`src/rtl/cdc_handshake_tx_if.sv`:
```
// ----------------------------------------------------------------------------
// cdc_handshake_tx_if
// Bundles the source-side word interface and the crossing signals of the
// two-phase (toggle) req/ack handshake.
//   master : the transmitter (cdc_handshake_tx)
//            in  : tx_data, tx_valid, ack_toggle
//            out : tx_ready, xdata, req_toggle, tx_done, timeout, proto_err
//   slave  : the environment around it (producer plus destination domain)
// ----------------------------------------------------------------------------
interface cdc_handshake_tx_if #(
    parameter int DATA_WIDTH = 8
);
    logic [DATA_WIDTH-1:0] tx_data;
    logic                  tx_valid;
    logic                  tx_ready;
    logic [DATA_WIDTH-1:0] xdata;
    logic                  req_toggle;
    logic                  ack_toggle;
    logic                  tx_done;
    logic                  timeout;
    logic                  proto_err;

    modport master (
        input  tx_data,
        input  tx_valid,
        input  ack_toggle,
        output tx_ready,
        output xdata,
        output req_toggle,
        output tx_done,
        output timeout,
        output proto_err
    );

    modport slave (
        output tx_data,
        output tx_valid,
        output ack_toggle,
        input  tx_ready,
        input  xdata,
        input  req_toggle,
        input  tx_done,
        input  timeout,
        input  proto_err
    );
endinterface

```
`src/rtl/cdc_handshake_tx.sv`:
```
// ----------------------------------------------------------------------------
// cdc_handshake_tx
// Source-domain end of a two-phase (toggle) req/ack clock-domain crossing.
// A word is captured into xdata and held stable while req_toggle flips once;
// the destination samples xdata after synchronizing req_toggle and answers by
// flipping ack_toggle, which is resynchronized here through NUM_STAGES flops.
// Ports:
//   clk_i  : source-domain clock, all flops on posedge
//   rst_i  : asynchronous active-high reset
//   bus    : cdc_handshake_tx_if.master
//            tx_data/tx_valid/tx_ready : word intake (tx_ready registered)
//            xdata/req_toggle          : registered crossing bus and request
//            ack_toggle                : asynchronous ack level from destination
//            tx_done                   : one-cycle completion pulse
//            timeout/proto_err         : sticky status flags
// Every output is a flop; ack_toggle only reaches logic through the chain.
// ----------------------------------------------------------------------------
module cdc_handshake_tx #(
    parameter int DATA_WIDTH     = 8,
    parameter int NUM_STAGES     = 2,
    parameter int TIMEOUT_CYCLES = 255
) (
    input  logic               clk_i,
    input  logic               rst_i,
    cdc_handshake_tx_if.master bus
);

    // A zero TIMEOUT_CYCLES still needs a legal counter width.
    localparam int              CNT_MAX    = (TIMEOUT_CYCLES > 0) ? TIMEOUT_CYCLES : 1;
    localparam int              CNT_W      = $clog2(CNT_MAX + 1);
    localparam logic [CNT_W-1:0] CNT_LIMIT = CNT_W'(CNT_MAX);
    localparam bit              TIMEOUT_EN = (TIMEOUT_CYCLES != 0);

    typedef enum logic [0:0] {
        ST_IDLE = 1'b0,
        ST_WAIT = 1'b1
    } state_t;

    state_t                state_q, state_d;
    logic [DATA_WIDTH-1:0] xdata_q, xdata_d;
    logic                  req_q, req_d;
    logic                  ready_q, ready_d;
    logic                  done_q, done_d;
    logic                  timeout_q, timeout_d;
    logic                  proto_q, proto_d;
    logic [CNT_W-1:0]      cnt_q, cnt_d;
    logic [NUM_STAGES-1:0] ack_sync_q;
    logic                  ack_s;
    logic                  ack_match_s;

    assign ack_s       = ack_sync_q[NUM_STAGES-1];
    // In two-phase signalling the transfer is complete when the returned
    // ack level equals the request level we last sent.
    assign ack_match_s = (ack_s == req_q);

    // Ack resynchronizer: shift the asynchronous ack level through the chain.
    always_ff @(posedge clk_i or posedge rst_i) begin
        if (rst_i) begin
            ack_sync_q <= {NUM_STAGES{1'b0}};
        end else begin
            ack_sync_q <= {ack_sync_q[NUM_STAGES-2:0], bus.ack_toggle};
        end
    end

    // State and output registers.
    always_ff @(posedge clk_i or posedge rst_i) begin
        if (rst_i) begin
            state_q   <= ST_IDLE;
            xdata_q   <= {DATA_WIDTH{1'b0}};
            req_q     <= 1'b0;
            ready_q   <= 1'b0;
            done_q    <= 1'b0;
            timeout_q <= 1'b0;
            proto_q   <= 1'b0;
            cnt_q     <= {CNT_W{1'b0}};
        end else begin
            state_q   <= state_d;
            xdata_q   <= xdata_d;
            req_q     <= req_d;
            ready_q   <= ready_d;
            done_q    <= done_d;
            timeout_q <= timeout_d;
            proto_q   <= proto_d;
            cnt_q     <= cnt_d;
        end
    end

    // Next-state and next-output logic of the handshake FSM.
    always_comb begin
        state_d   = state_q;
        xdata_d   = xdata_q;
        req_d     = req_q;
        ready_d   = ready_q;
        done_d    = 1'b0;
        timeout_d = timeout_q;
        proto_d   = proto_q;
        cnt_d     = cnt_q;

        case (state_q)
            ST_IDLE: begin
                ready_d = 1'b1;
                // Nothing is outstanding, so any ack movement is a stray edge.
                if (!ack_match_s) begin
                    proto_d = 1'b1;
                end else begin
                    proto_d = proto_q;
                end
                // Accept only once tx_ready has been advertised; this keeps the
                // first cycle after reset from taking a word.
                if (bus.tx_valid && ready_q) begin
                    xdata_d = bus.tx_data;
                    req_d   = ~req_q;
                    ready_d = 1'b0;
                    cnt_d   = {CNT_W{1'b0}};
                    state_d = ST_WAIT;
                end else begin
                    state_d = ST_IDLE;
                end
            end
            ST_WAIT: begin
                if (cnt_q != CNT_LIMIT) begin
                    cnt_d = cnt_q + CNT_W'(1);
                end else begin
                    cnt_d = cnt_q;
                end
                if (TIMEOUT_EN && (cnt_d == CNT_LIMIT)) begin
                    timeout_d = 1'b1;
                end else begin
                    timeout_d = timeout_q;
                end
                // A late ack after a timeout still completes normally.
                if (ack_match_s) begin
                    done_d  = 1'b1;
                    ready_d = 1'b1;
                    state_d = ST_IDLE;
                end else begin
                    ready_d = 1'b0;
                    state_d = ST_WAIT;
                end
            end
            default: begin
                state_d = ST_IDLE;
                ready_d = 1'b0;
            end
        endcase
    end

    assign bus.tx_ready   = ready_q;
    assign bus.xdata      = xdata_q;
    assign bus.req_toggle = req_q;
    assign bus.tx_done    = done_q;
    assign bus.timeout    = timeout_q;
    assign bus.proto_err  = proto_q;

endmodule

```
`src/flat_wrapper.sv`:
```
// flat-port wrapper written by rule: the top's interface ports become plain ports
module cdc_handshake_tx_flat 
#(
    parameter int DATA_WIDTH     = 8,
    parameter int NUM_STAGES     = 2,
    parameter int TIMEOUT_CYCLES = 255
)
  (clk_i, rst_i, bus_tx_data, bus_tx_valid, bus_ack_toggle, bus_tx_ready, bus_xdata, bus_req_toggle, bus_tx_done, bus_timeout, bus_proto_err);
  cdc_handshake_tx_if #(.DATA_WIDTH(DATA_WIDTH)) bus_i ();
  input  logic clk_i;
  input  logic rst_i;
  input wire logic [$bits(bus_i.tx_data)-1:0] bus_tx_data;
  input wire logic [$bits(bus_i.tx_valid)-1:0] bus_tx_valid;
  input wire logic [$bits(bus_i.ack_toggle)-1:0] bus_ack_toggle;
  output wire logic [$bits(bus_i.tx_ready)-1:0] bus_tx_ready;
  output wire logic [$bits(bus_i.xdata)-1:0] bus_xdata;
  output wire logic [$bits(bus_i.req_toggle)-1:0] bus_req_toggle;
  output wire logic [$bits(bus_i.tx_done)-1:0] bus_tx_done;
  output wire logic [$bits(bus_i.timeout)-1:0] bus_timeout;
  output wire logic [$bits(bus_i.proto_err)-1:0] bus_proto_err;
  assign bus_i.tx_data = bus_tx_data;
  assign bus_i.tx_valid = bus_tx_valid;
  assign bus_i.ack_toggle = bus_ack_toggle;
  assign bus_tx_ready = bus_i.tx_ready;
  assign bus_xdata = bus_i.xdata;
  assign bus_req_toggle = bus_i.req_toggle;
  assign bus_tx_done = bus_i.tx_done;
  assign bus_timeout = bus_i.timeout;
  assign bus_proto_err = bus_i.proto_err;
  cdc_handshake_tx #(.DATA_WIDTH(DATA_WIDTH), .NUM_STAGES(NUM_STAGES), .TIMEOUT_CYCLES(TIMEOUT_CYCLES)) u_core (.clk_i(clk_i), .rst_i(rst_i), .bus(bus_i));
endmodule
```
`config.mk`:
```
export PLATFORM = sky130hd
export DESIGN_NAME = cdc_handshake_tx_flat
export DESIGN_NICKNAME = d
export VERILOG_FILES = /design/src/rtl/cdc_handshake_tx_if.sv /design/src/rtl/cdc_handshake_tx.sv /design/src/flat_wrapper.sv
export SDC_FILE = /design/constraint.sdc
export NUM_CORES = 1
export LEC_CHECK = 0
export CAP_MARGIN = 25
export CORE_AREA = 2 2 52 54
export CTS_CLUSTER_DIAMETER = 120
export DETAILED_ROUTE_END_ITERATION = 8
export DIE_AREA = 0 0 54 56
export PLACE_DENSITY = 0.73
export SKIP_LAST_GASP = 1
export SYNTH_ARGS = -nofsm -noshare
export SYNTH_HDL_FRONTEND = slang
export SYNTH_SLANG_ARGS = --single-unit
```
`constraint.sdc`:
```
create_clock -name clk_i -period 5.15 [get_ports clk_i]
set_input_delay 0.7725 -clock clk_i [delete_from_list [all_inputs] [get_ports clk_i]]
set_output_delay 0.7725 -clock clk_i [all_outputs]
set_load 0.01 [all_outputs]
```
# Word level (Yosys, flattened, before mapping)

Index checks and enable logic that the tools add are counted.

Output and inout port bits: 13
Input bits: 12
Logic and storage cells: 32
Register bits after elaboration: 24

Eq/ne operators: 4
Mux-type cells: 11
$add $sub $neg: 1
Reduce and logical (&&, ||, !) cells: 4
Bitwise operators: 3

Operators with widths:

| operator            | count |
|---|---|
| $mux 8              | 3 |
| $pmux 8 s2          | 1 |
| $add 8x1->8 const B | 1 |
| $eq 8x8->1 const B  | 1 |
| $ne 8x8->1 const B  | 1 |
| $reduce_and 2->1    | 3 |
| $mux 1              | 5 |
| $pmux 1 s2          | 2 |
| $not 1->1           | 3 |
| $ne 2x1->1 const B  | 1 |
| $eq 1x1->1          | 1 |
| $logic_and 1x1->1   | 1 |

# Depth between registers and ports, before layout

Gate-level depths: netlist of the first run.

Word-level depth: 5
Gate-level depth with buffers: 6

# Least setup slack after synthesis of the first run

No wires, ideal clock.

Path kind: input -> register
From: input port bus_tx_valid
To: register u_core.xdata_q[0] (netlist: u_core.bus.xdata[0])
Setup time: 125 ps
Arrival time: 1590 ps
Setup slack: 3435 ps
Data required time: 5025 ps
Stages on the path: 4
Cell sequence: nand2_1 > nor2_1 > buf_2 > mux2_2

Word-level cells in the longest chain between the ends: 2

RTL lines:

| element                           | line                    | text |
|---|---|---|
| from (decl)                       | flat_wrapper.sv:13      | `input wire logic [$bits(bus_i.tx_valid)-1:0] bus_tx_valid;` |
| $logic_and 1x1->1                 | cdc_handshake_tx.sv:110 | `if (bus.tx_valid && ready_q) begin` |
| $reduce_and 2->1 (no source line) | --                      |  |
| to (signal assigned)              | cdc_handshake_tx.sv:69  | `xdata_q <= {DATA_WIDTH{1'b0}};` |
| to (signal assigned)              | cdc_handshake_tx.sv:78  | `xdata_q <= xdata_d;` |
| to (decl)                         | cdc_handshake_tx.sv:40  | `logic [DATA_WIDTH-1:0] xdata_q, xdata_d;` |

Every way passes these cells.
A chain may end at the register's enable or synchronous reset.

# Worst setup path in the final report of the first run

From: input port bus_tx_valid
To: register u_core.xdata_q[1] (netlist: u_core.bus.xdata[1])

The elaborated chain is that of the path after synthesis.

==> flow_summary_export.csv, run 1 <==
group,metric,value,unit
logic_synthesis,syn_area,0.00117,sq mm
worst_setup_path,cp.arrival,2.45,ns
detailed_routing,drc_errors,0,
layout,drive_gt1_share,14.4,%
worst_setup_path,worstPathCellList,"clkdlybuf4s50_1 -> nand2_1 -> nor2_1 -> mux2_2",
logic_synthesis,seq_area_frac_synth,51.2,%
layout,syn2layout_area_growth,22.6,%
layout,n_fill_cell,211,
hold_path,hold_class,"reg2reg",
logic_synthesis,ys_types,37,
clock_tree,clockBufferDepth,2,
clock_tree,insertion_delay,0.30,ns
sta,tns,0,ns
sta,max-slew-margin-rel,41.7,%
logic_synthesis,yosys_most_used_dff,"dfrtp_1",
detailed_routing,post_drt_wl_per_cell,13.2,um
worst_setup_path,cp.required,5.35,ns
worst_setup_path,cp_num_buf_inv,1,
logic_synthesis,yosys_warnings,0,
detailed_routing,vias_per_cell,5.50,
logic_synthesis,synthCells,105,
clock_tree,clk_pin_slew_worst_paths,0.13,ns
floorplan,die_area,0.00302,sq mm
detailed_routing,first_iter_violations,15,
placed_design,port_buffers,24,
worst_setup_path,crit_type,"in2reg",
clock_tree,cts_sinks,24,
detailed_routing,antenna_left,0,
sta,rsz0062_at_grt,"no",
worst_setup_path,cpMaxStageDelayCell,"nor2_1",
run,drv_cap,0,
sta,max_freq,443,MHz
clock_tree,cts_buffers,3,
layout,n_antenna_cell,0,
sta,tightest_slew,0.873,ns
detailed_routing,firstDrtPassIters,4,
layout,nets,139,
pwr,leakage,0.000627,uW
sta,period_share,43.8,%
floorplan,die_w,54,um
sta,skew,0.0105,ns
detailed_routing,via_count,853,
global_routing,grt_pass1_vias,799,
clock_tree,post_cts_buffers,0,
sta,drv_slew,0,
floorplan,core_area,0.00243,sq mm
sta,min_period,2.26,ns
global_routing,gr-usage-all-layers,15.0,%
global_routing,grt_pass1_wl,3430,um
layout,fin_util,59.1,%
sta,setup_violations,0,
logic_synthesis,synth-edff-count,0,
placed_design,placed_cells,151,
floorplan,fp.dieH,56,um
worst_setup_path,path_max_fanout,11,
clock_tree,h-tree-depth,1,
global_routing,use_met1,19.1,%
placed_design,dpl.hpwl,1490,um
clock_tree,ctsResizeCount,0,
global_routing,antenna_found_initial,0,
global_routing,grt.busiest_layer,"met2",
global_routing,use_met2,24.7,%
logic_synthesis,async_reset_ff_share,100,%
clock_tree,cts-root-buf,"clkbuf_4",
worst_setup_path,crit_family,"simple AND/OR/NAND/NOR gates",
logic_synthesis,yosys_register_bits,24,
layout,fin_cells,155,
detailed_routing,totalWireLength,2050,um
floorplan,initial_core_util,48.2,%
pwr,power.density,494,mW/mm^2
worst_setup_path,cp-start-kind,"input pin",
logic_synthesis,avgSynthCellArea,11.2,sq um
logic_synthesis,syn-num-nets,118,
global_routing,grt_max_degree,25,
global_routing,overflow,0,
clock_tree,cts_tree,"built",
placed_design,globalplace.congestion,0.847,
pwr,ir_drop,0.357,mV
sta,final_hold_viol_count,0,
worst_setup_path,rrSetupSlack,3.23,ns
layout,mostFrequentLayoutCells,"clkdlybuf4s50_1, dfrtp_1, nand2_1",
global_routing,grtUsageMet3,2.69,%
floorplan,pin_count,25,
worst_setup_path,endpoint_kind,"register",
worst_setup_path,critPathMaxStageDelay,0.67,ns
clock_tree,hold_buffers,0,
floorplan,rows,18,
run_status,status,"finished clean",
## worst paths after layout
kind	startpoint	endpoint	cells after the start
worst min register to register	u_core.ack_sync_q[0]$_DFF_PP0_	u_core.ack_sync_q[1]$_DFF_PP0_	0
worst max register to register	u_core.cnt_q[0]$_DFFE_PP0P_	u_core.cnt_q[5]$_DFFE_PP0P_	5
min in group asynchronous	rst_i	u_core.ack_sync_q[0]$_DFF_PP0_	2
worst min-delay path	u_core.ack_sync_q[0]$_DFF_PP0_	u_core.ack_sync_q[1]$_DFF_PP0_	0
worst max-delay path	bus_tx_valid	u_core.bus.xdata[1]$_DFFE_PP0P_	4
max in group asynchronous	rst_i	u_core.cnt_q[6]$_DFFE_PP0P_	2
## synth_stat cells (2+ instances only)
| cell type | number | area share [%] |
|---|---|---|
| nand4_1 | 3 | 1.6 |
| nor2_1 | 5 | 1.6 |
| a21oi_1 | 4 | 1.7 |
| dfrtp_1 | 24 | 51 |
| buf_2 | 2 | 0.85 |
| inv_1 | 4 | 1.3 |
| mux2_2 | 9 | 8.6 |
| nand3_1 | 3 | 1.3 |
| buf_4 | 2 | 1.3 |
| buf_6 | 2 | 1.9 |
| o21a_1 | 2 | 1.3 |
| o21ai_0 | 6 | 2.6 |
| nand2_1 | 11 | 3.5 |
| a21o_1 | 2 | 1.3 |
| xor2_1 | 2 | 1.5 |
| a31oi_1 | 3 | 1.6 |
## worst register-to-register path, delay by kind of cell, from the launching register on
kind / cells / cell delay (ns)
AND/OR/NAND/NOR: 3 / 0.65
flip-flops: 1 / 0.57
adder cells (fa/ha/maj): 1 / 0.45
multiplexers: 1 / 0.19
## through the flow
stage | cell area, sq um | power, uW | setup slack, ns | hold WS (ns)
final | 1440 | 710 | 2.89 | 0.373
after global routing | 1440 | 759 | 2.82 | 0.395
after CTS | 1440 | 719 | 2.89 | 0.376
after detailed placement | 1390 | 584 | 2.54 | 0.345
after global placement | 1390 | 579 | 2.58 | 0.337
after floorplan | 1170 | 477 | 3.43 | 0.331
## cell type report
class                   instances  area, sq um  area share, %
flip-flops and latches         24          601           41.8
clock buffers                   3         22.5           1.57
inverters                       4         15.0           1.04
well taps                      30         37.5           2.61
clock inverters                 1         30.0           2.09
repair buffers                 24          240           16.7
multi-input cells              69          492           34.2
## power breakdown
| part | total [uW] | internal (uW) | switching, uW | leakage (uW) |
|---|---|---|---|---|
| logic | 262 | 157 | 105 | 0.000302 |
| registers | 317 | 247 | 70.2 | 0.000297 |
| clock network | 131 | 78.6 | 52.8 | 0.0000279 |
| total | 710 | 482 | 228 | 0.000627 |
## layer usage
layer | vias to the layer above | part of all wire (%)
met3 | 2 | 5.0
met4 | 0 | 0.49
met1 | 409 | 44
li1 | 423 | -
met2 | 19 | 50
met5 | - | 0
## cells by family after synthesis
| family | share of synthesized area [%] |
|---|---|
| fa+ha+maj | 1.07 |
| mux | 9.50 |
| flops | 51.2 |
| compound gates | 16.3 |
| xor+xnor | 2.24 |
| buf+inv | 6.83 |
| simple gates | 12.8 |
Note: power is estimated with default switching activity, not from simulation.
==> run 2: changes to the inputs <==
clock period = 2.1 ns   (was 5.15 ns; I/O delays follow)
==> run 2 against run 1 <==
Effect of this change: via count up 0.23%; critical path depth grew 2; sequential share of layout area did not move; global-route usage up 1.0 points; die area unchanged; clock-buffer cell count unchanged; power grew 130%; flip-flop and latch count stayed put; register-to-register slack worse by 3.0 ns.
==> flow_summary_export.csv, run 2 (same netlist as run 1, synthesis figures left out) <==
group,metric,value,unit
clock_tree,cts_tree,"built",
pwr,ir_drop,0.767,mV
global_routing,antenna_found_initial,0,
detailed_routing,totalWireLength,2120,um
worst_setup_path,crit_type,"reg2reg",
floorplan,fp.dieH,56,um
global_routing,gr-usage-all-layers,16.0,%
floorplan,die_w,54,um
layout,nets,143,
clock_tree,cts_buffers,3,
detailed_routing,drc_errors,0,
detailed_routing,post_drt_wl_per_cell,13.4,um
detailed_routing,firstDrtPassIters,4,
global_routing,overflow,0,
floorplan,pin_count,25,
clock_tree,ctsResizeCount,0,
sta,rsz0062_at_grt,"no",
layout,drive_gt1_share,16.4,%
clock_tree,clk_pin_slew_worst_paths,0.11,ns
layout,mostFrequentLayoutCells,"clkdlybuf4s50_1, dfrtp_1, nand2_1",
hold_path,hold_class,"in2async",
detailed_routing,antenna_left,0,
sta,skew,0.000745,ns
pwr,leakage,0.000633,uW
worst_setup_path,cp.required,2.34,ns
sta,period_share,89.9,%
floorplan,core_area,0.00243,sq mm
sta,setup_violations,0,
sta,drv_slew,0,
clock_tree,clockBufferDepth,2,
detailed_routing,vias_per_cell,5.41,
sta,max_freq,530,MHz
placed_design,globalplace.congestion,0.795,
clock_tree,insertion_delay,0.29,ns
worst_setup_path,path_max_fanout,11,
pwr,power.density,1140,mW/mm^2
sta,tightest_slew,0.564,ns
sta,final_hold_viol_count,0,
layout,n_fill_cell,200,
sta,max-slew-margin-rel,62.4,%
placed_design,dp_slack,0.245,ns
worst_setup_path,cp.arrival,2.13,ns
layout,syn2layout_area_growth,22.6,%
layout,fin_util,59.1,%
clock_tree,post_cts_buffers,0,
sta,finalWorstSetupSlack,0.212,ns
clock_tree,cts_sinks,24,
floorplan,initial_core_util,48.2,%
worst_setup_path,cp-start-kind,"register",
global_routing,grt_pass1_wl,3680,um
global_routing,grt_pass1_vias,844,
floorplan,die_area,0.00302,sq mm
clock_tree,h-tree-depth,1,
sta,min_period,1.89,ns
run,drv_cap,0,
sta,tns,0,ns
detailed_routing,first_iter_violations,21,
layout,n_antenna_cell,0,
worst_setup_path,endpoint_kind,"register",
detailed_routing,via_count,855,
placed_design,dpl.hpwl,1580,um
clock_tree,hold_buffers,0,
clock_tree,cts-root-buf,"clkbuf_4",
run_status,status,"finished clean",
placed_design,port_buffers,24,
global_routing,grt_max_degree,25,
floorplan,rows,18,
## run 2: cell count changes in the layout (fill, tap and decap cells not counted), sizes merged
cell | previous run | this run
bufinv | 1 | 0
buf | 0 | 4
## run 2: per-stage QoR
stage	instance area, sq um	hold slack [ns]	cells	total power (uW)
after floorplan	1170	0.330	105	1170
after global placement	1420	0.336	155	1440
after detailed placement	1420	0.344	155	1470
after CTS	1440	0.349	158	1660
after global routing	1440	0.381	158	1760
final	1440	0.347	158	1640
## run 2: power breakdown
group	total, uW	leakage, uW	switching (uW)	internal (uW)
clock	184	0.0000138	118	66.7
combinational	675	0.000322	270	405
sequential	779	0.000297	173	606
## run 2: path summary, 6_finish.rpt
| kind | from | end | slack, ns | cells after the start |
|---|---|---|---|---|
| setup / recovery | u_core.cnt_q[0]$_DFFE_PP0P_ | u_core.bus.timeout$_DFFE_PP0P_ | 0.21 | 6 |
| hold / removal | rst_i | u_core.ack_sync_q[0]$_DFF_PP0_ | 0.35 | 3 |
| setup reg to reg | u_core.cnt_q[0]$_DFFE_PP0P_ | u_core.bus.timeout$_DFFE_PP0P_ | 0.21 | 6 |
| hold reg to reg | u_core.ack_sync_q[0]$_DFF_PP0_ | u_core.ack_sync_q[1]$_DFF_PP0_ | 0.37 | 0 |
| max in group asynchronous | rst_i | u_core.cnt_q[4]$_DFFE_PP0P_ | 1.53 | 3 |
| min in group clk_i | u_core.ack_sync_q[0]$_DFF_PP0_ | u_core.ack_sync_q[1]$_DFF_PP0_ | 0.37 | 0 |
## run 2: critical path, cell delays in order, from the launching register on
cell and delay (ns):
dfrtp_1 0.50, ha_1 0.38, a21oi_1 0.16, o21a_1 0.13, o21ai_1 0.08, a2111oi_1 0.42, a21o_1 0.16
## run 2: cell type report
| type | instances | area, sq um | share of cell area, % |
|---|---|---|---|
| clock buffers | 3 | 22.5 | 1.57 |
| flip-flops and latches | 24 | 601 | 41.8 |
| repair buffers | 28 | 270 | 18.8 |
| multi-input cells | 69 | 492 | 34.2 |
| inverters | 4 | 15.0 | 1.04 |
| well taps | 30 | 37.5 | 2.61 |
## run 2: routing by layer
layer	global-route usage (%)	part of all wire, %	vias to the layer above
met5	0	0	-
met4	5.36	0.47	0
met3	2.42	5.6	2
met2	23.7	48	30
met1	23.5	46	403
li1	-	-	420
